### src/rtl/piso_pkg.sv
// Shared types and constants for the piso_shift_tx transmitter.
// Optional feature macro: PISO_SHIFT_TX_PARITY_EN (appends one even-parity bit per frame).
package piso_pkg;

  typedef enum logic [1:0] {
    IDLE  = 2'd0,
    SHIFT = 2'd1,
    DONE  = 2'd2
  } state_t;

  localparam logic DIR_MSB_FIRST = 1'b0;
  localparam logic DIR_LSB_FIRST = 1'b1;

  // Number of serial bits per frame for a given data width.
  function automatic int frame_len(input int width);
`ifdef PISO_SHIFT_TX_PARITY_EN
    return width + 1;
`else
    return width;
`endif
  endfunction

endpackage

### src/rtl/piso_shift_tx_if.sv
// Load handshake and serial link signals of piso_shift_tx.
// The transmitter uses the slave view; the data source / receiver side uses master.
interface piso_shift_tx_if #(
  parameter int WIDTH = 4
);

  logic             load_valid;
  logic             load_ready;
  logic [WIDTH-1:0] load_data;
  logic             dir;
  logic             ser_out;
  logic             ser_valid;
  logic             ser_ready;
  logic             busy;
  logic             done;

  modport slave (
    input  load_valid, load_data, dir, ser_ready,
    output load_ready, ser_out, ser_valid, busy, done
  );

  modport master (
    output load_valid, load_data, dir, ser_ready,
    input  load_ready, ser_out, ser_valid, busy, done
  );

endinterface

### src/rtl/piso_bit_counter.sv
// Frame bit counter: counts accepted bits, flags the final bit of a frame.
// Saturates at the final index so it can never wrap inside a frame.
module piso_bit_counter #(
  parameter int FRAME_LEN = 4,
  localparam int CW = $clog2(FRAME_LEN + 1)
) (
  input  logic clock,
  input  logic reset_n,
  input  logic clr,
  input  logic en,
  output logic last
);

  localparam logic [CW-1:0] LAST_IDX = CW'(FRAME_LEN - 1);

  logic [CW-1:0] count;

  assign last = (count == LAST_IDX);

  // Count accepted bits; clear between frames, hold on the last index.
  always_ff @(posedge clock or negedge reset_n) begin
    if (!reset_n) begin
      count <= '0;
    end else if (clr) begin
      count <= '0;
    end else if (en && !last) begin
      count <= count + 1'b1;
    end
  end

endmodule

### src/rtl/piso_shift_tx.sv
// Parallel-in serial-out transmitter, MSB-first or LSB-first per word.
// Optional feature macro: PISO_SHIFT_TX_PARITY_EN (even-parity bit after the data bits).
//
// state | meaning
// ------+---------------------------------------------------------------
// IDLE  | ready for a word, link idle (ser_out=0, ser_valid=0)
// SHIFT | frame in flight; current bit on ser_out, advances on ser_ready
// DONE  | one-cycle done pulse after the final bit is accepted
module piso_shift_tx
  import piso_pkg::*;
#(
  parameter int WIDTH = 4
) (
  input  logic            clock,
  input  logic            reset_n,
  piso_shift_tx_if.slave  bus
);

  localparam int FRAME_LEN = frame_len(WIDTH);

  state_t           state;
  state_t           state_nxt;
  logic [WIDTH-1:0] shreg;
  logic             dir_q;
  logic             load_acc;
  logic             bit_acc;
  logic             cnt_clr;
  logic             cnt_last;
  logic             data_bit;
  logic             tx_bit;
  logic             ld_ready;
  logic             sv;
  logic             so;
  logic             bz;
  logic             dn;

  assign load_acc = (state == IDLE) && bus.load_valid;
  assign bit_acc  = (state == SHIFT) && bus.ser_ready;
  assign cnt_clr  = (state != SHIFT);

  // The outgoing data bit always sits at the end the frame shifts toward.
  assign data_bit = (dir_q == DIR_LSB_FIRST) ? shreg[0] : shreg[WIDTH-1];

`ifdef PISO_SHIFT_TX_PARITY_EN
  logic parity_q;

  // Parity is computed from the word as loaded, so it is direction independent.
  always_ff @(posedge clock or negedge reset_n) begin
    if (!reset_n) begin
      parity_q <= 1'b0;
    end else if (load_acc) begin
      parity_q <= ^bus.load_data;
    end
  end

  // The final frame slot carries the parity bit instead of a data bit.
  assign tx_bit = cnt_last ? parity_q : data_bit;
`else
  assign tx_bit = data_bit;
`endif

  piso_bit_counter #(
    .FRAME_LEN (FRAME_LEN)
  ) u_bit_counter (
    .clock   (clock),
    .reset_n (reset_n),
    .clr     (cnt_clr),
    .en      (bit_acc),
    .last    (cnt_last)
  );

  // State register.
  always_ff @(posedge clock or negedge reset_n) begin
    if (!reset_n) begin
      state <= IDLE;
    end else begin
      state <= state_nxt;
    end
  end

  // Next-state and output decode.
  always_comb begin
    state_nxt = state;
    ld_ready  = 1'b0;
    sv        = 1'b0;
    so        = 1'b0;
    bz        = 1'b0;
    dn        = 1'b0;
    case (state)
      IDLE: begin
        ld_ready = 1'b1;
        if (bus.load_valid) state_nxt = SHIFT;
      end
      SHIFT: begin
        sv = 1'b1;
        so = tx_bit;
        bz = 1'b1;
        if (bus.ser_ready && cnt_last) state_nxt = DONE;
      end
      DONE: begin
        dn        = 1'b1;
        state_nxt = IDLE;
      end
      default: state_nxt = IDLE;
    endcase
  end

  // Latch word and direction at load; shift one place per accepted bit.
  always_ff @(posedge clock or negedge reset_n) begin
    if (!reset_n) begin
      shreg <= '0;
      dir_q <= DIR_MSB_FIRST;
    end else if (load_acc) begin
      shreg <= bus.load_data;
      dir_q <= bus.dir;
    end else if (bit_acc) begin
      if (dir_q == DIR_LSB_FIRST) shreg <= {1'b0, shreg[WIDTH-1:1]};
      else                        shreg <= {shreg[WIDTH-2:0], 1'b0};
    end
  end

  assign bus.load_ready = ld_ready;
  assign bus.ser_valid  = sv;
  assign bus.ser_out    = so;
  assign bus.busy       = bz;
  assign bus.done       = dn;

endmodule

### src/flat_wrapper.sv
// flat-port wrapper written by rule: the top's interface ports become plain ports
module piso_shift_tx_flat import piso_pkg::*;
#(
  parameter int WIDTH = 4
)
  (clock, reset_n, bus_load_valid, bus_load_data, bus_dir, bus_ser_ready, bus_load_ready, bus_ser_out, bus_ser_valid, bus_busy, bus_done);
  piso_shift_tx_if #(.WIDTH(WIDTH)) bus_i ();
  input  logic clock;
  input  logic reset_n;
  input wire logic [$bits(bus_i.load_valid)-1:0] bus_load_valid;
  input wire logic [$bits(bus_i.load_data)-1:0] bus_load_data;
  input wire logic [$bits(bus_i.dir)-1:0] bus_dir;
  input wire logic [$bits(bus_i.ser_ready)-1:0] bus_ser_ready;
  output wire logic [$bits(bus_i.load_ready)-1:0] bus_load_ready;
  output wire logic [$bits(bus_i.ser_out)-1:0] bus_ser_out;
  output wire logic [$bits(bus_i.ser_valid)-1:0] bus_ser_valid;
  output wire logic [$bits(bus_i.busy)-1:0] bus_busy;
  output wire logic [$bits(bus_i.done)-1:0] bus_done;
  assign bus_i.load_valid = bus_load_valid;
  assign bus_i.load_data = bus_load_data;
  assign bus_i.dir = bus_dir;
  assign bus_i.ser_ready = bus_ser_ready;
  assign bus_load_ready = bus_i.load_ready;
  assign bus_ser_out = bus_i.ser_out;
  assign bus_ser_valid = bus_i.ser_valid;
  assign bus_busy = bus_i.busy;
  assign bus_done = bus_i.done;
  piso_shift_tx #(.WIDTH(WIDTH)) u_core (.clock(clock), .reset_n(reset_n), .bus(bus_i));
endmodule
### config.mk
export PLATFORM = sky130hd
export DESIGN_NAME = piso_shift_tx_flat
export DESIGN_NICKNAME = d
export VERILOG_FILES = /design/src/rtl/piso_pkg.sv /design/src/rtl/piso_shift_tx_if.sv /design/src/rtl/piso_bit_counter.sv /design/src/rtl/piso_shift_tx.sv /design/src/flat_wrapper.sv
export SDC_FILE = /design/constraint.sdc
export NUM_CORES = 1
export LEC_CHECK = 0
export CAP_MARGIN = 10
export CORE_MARGIN = 2
export CORE_UTILIZATION = 42
export CTS_CLUSTER_SIZE = 16
export DETAILED_ROUTE_END_ITERATION = 10
export GPL_TIMING_DRIVEN = 0
export MAX_ROUTING_LAYER = met4
export PLACE_DENSITY = 0.72
export SYNTH_ARGS = -nofsm -noshare
export SYNTH_HDL_FRONTEND = slang
export SYNTH_HIERARCHICAL = 1
export SYNTH_SLANG_ARGS = --single-unit
### constraint.sdc
create_clock -name clock -period 1.46 [get_ports clock]
set_input_delay 0.292 -clock clock [delete_from_list [all_inputs] [get_ports clock]]
set_output_delay 0.292 -clock clock [all_outputs]
set_load 0.005 [all_outputs]
==> results_dict.tcl <==
set metrics [dict create \
    status "finished with violations" \
    violations "negative setup slack" \
    reg2reg_slack_ns -0.14 \
    synth_area_per_cell_sq_um 11.7 \
    startpoint_type "flop" \
    synthDistinctLibCells 22 \
    intPower_uw 1060 \
    synth_top_family_by_area "multiplexers" \
    rsz0062_at_grt "yes" \
    skew_ns 0.00128 \
    fill_cells 105 \
    cts_buffer_depth 2 \
    num_rows 13 \
    synth_seq_area_share_pct 41.8 \
    layout_commonest_cell "buf_4" \
    clockPowerShare_pct 11.8 \
    timing_hold_violations_final 0 \
    combPwrFrac_pct 57.9 \
    die_x_um 41.7 \
    synth_area_sq_um 598 \
    cts.reportedPaths.clkPinSlew_ns 0.06 \
    crit_fanout 5 \
    switching_power_uw 498 \
    gp_congestion 0.735 \
    yosysWarnings 6 \
    ys_seq_elements 10 \
    grt_pass1_wl_um 2100 \
    cts.sinks 10 \
    numPortBuffers 13 \
    vias 477 \
    setup_viol 5 \
    fin_crit_ns 1.60 \
    synth-edff-count 0 \
    required_ns 1.60 \
    dr.pass1.iters 4 \
    synth.top_cell.area_share_pct 41.8 \
    cp-end-kind "flop" \
    die-area_sq_mm 0.00174 \
    drive_above_1_share_pct 54.5 \
    clk_latency_ns 0.26 \
    fin_ws_ns -0.141 \
    cap_violations 0 \
    grt_pass1_vias 459 \
    drc 0 \
    netlist_instances 51 \
    relSlewSlack_pct 68.0 \
    area_growth_pct 50.6 \
    ant_nets 0 \
    place_ws_ns -0.525 \
    final_cell_mix "buf_4, dfrtp_1, clkdlybuf4s50_1" \
    synthArstFlopShare_pct 100 \
    muxShareOfSynthArea_pct 27.6 \
    ios 14 \
    overflow 0 \
    period_share_pct 110 \
    synth_area_leaders "dfrtp_1, mux2_2, mux2_4" \
    track_usage_pct 16.4 \
    layout.nets 90 \
    slew_violations 0 \
    synthAdderAreaFrac_pct 4.18 \
    wl_per_cell_um 13.7 \
    worstPathArrival_ns 1.75 \
    post_drt_via_cell_ratio 5.18 \
    switching_share_pct 32.0 \
    antenna_found_initial 0 \
    die_y_um 41.7 \
    synth_simple_gate_area_share_pct 17.8 \
    antenna_cells 0 \
    synth-xor-area-share_pct 0 \
    core-area_sq_mm 0.00132 \
    cts_buffers 3 \
    peakVddDrop_v 0.000948 \
    synth_top_cell_by_area "dfrtp_1" \
    cts_tree "done" \
    wirelength_um 1260 \
    tightest_slew_ns 0.478 \
    dpl.hpwl_um 780 \
    hold_slack_ns 0.360 \
    hold_class "input pin to async pin" \
    start_util_pct 45.4 \
    drtIter0Drc 4 \
    synth-compound-area-share_pct 3.56 \
    p_leak_uw 0.000441 \
    grt_max_degree 11 \
    htreeDepth 1 \
    synth_fp_nets 62 \
    timing.fmax_mhz 625 \
    yosys_most_used_dff "dfrtp_1" \
    p_per_area_mw_per_mm2 1730 \
    seqPwrFrac_pct 30.2 \
    setup.worst_path.class "flop to flop" \
    root_buffer "clkbuf_4" \
]
-- power groups by stage --
| stage | clock network [uW] | logic [uW] | registers (uW) |
|---|---|---|---|
| floorplan | 0 | 451 | 449 |
| global placement | 0 | 617 | 468 |
| detailed placement | 0 | 623 | 475 |
| CTS | 195 | 790 | 466 |
| global route | 206 | 972 | 483 |
| finish | 184 | 901 | 470 |
-- worst max-delay path, stage by stage, from the launching register on --
cell and delay [ns]:
dfrtp_1 0.39, buf_6 0.12, or3b_4 0.42, mux2_4 0.31, mux2_4 0.25
-- flip-flops by register name (all words and copies together) (netlist names) --
register	flops
u_core/state	2
u_core/dir_q	1
u_core/u_bit_counter/count	3
u_core/shreg	4
-- path summary, 6_finish.rpt --
check                                start               to  cells past startpoint
setup / recovery           u_core/state[1]  u_core/shreg[1]                      4
hold / removal                     reset_n  u_core/shreg[2]                      1
setup reg to reg           u_core/state[1]  u_core/shreg[1]                      4
hold reg to reg            u_core/shreg[2]  u_core/shreg[2]                      1
max in group asynchronous          reset_n  u_core/state[0]                      1
min in group clock          bus_load_valid  u_core/state[0]                      2
-- routing by layer --
layer	vias to the layer above	GRT usage [%]	part of all wire [%]
met4	0	7.74	0.87
met2	15	25.3	46
met3	2	4.78	5.2
li1	230	-	-
met5	-	-	0
met1	230	19.6	48
-- layout make-up --
| type | instances | area [sq um] | area share [%] |
|---|---|---|---|
| flip-flops and latches | 10 | 253 | 28.1 |
| multi-input cells | 36 | 379 | 42.1 |
| clock buffers | 3 | 22.5 | 2.50 |
| inverters | 3 | 13.8 | 1.53 |
| repair buffers | 24 | 206 | 22.9 |
| plain buffers | 1 | 7.51 | 0.833 |
| well taps | 15 | 18.8 | 2.08 |
-- synthesized netlist by cell type, drive strengths merged (2+ instances only) --
master,n
buf,2
nand2,2
nor2,5
mux2i,3
dfrtp,10
nor2b,3
mux2,11
ha,2
inv,3
nand2b,2
-- cells by family (layout without fill, tap and decap cells) --
| kind of cell | Yosys count | after routing |
|---|---|---|
| mux | 14 | 14 |
| compound gates | 3 | 3 |
| flops | 10 | 10 |
| buf+inv | 5 | 31 |
| simple gates | 17 | 17 |
| fa+ha+maj | 2 | 2 |
-- stage by stage --
stage          cell area [sq um]  utilization (%)  std cells  setup TNS [ns]  total power, uW
4_1_cts                      861             65.3         89          -0.516             1450
6_report                     901             68.4         92          -0.509             1550
3_5_place_dp                 749             56.9         79           -3.01             1100
2_1_floorplan                601                -         51          -0.341              900
3_3_place_gp                 749             56.9         79           -2.95             1080
5_1_grt                      901             68.4         92          -0.696             1660
-- timing repair --
action	4_1_cts	5_1_grt
pin swaps	1	1
hold buffers	0	0
buffers inserted	8	3
setup endpoints to repair	11	11
resized for setup	25	10
No activity file was read; power rests on OpenSTA's default activity.
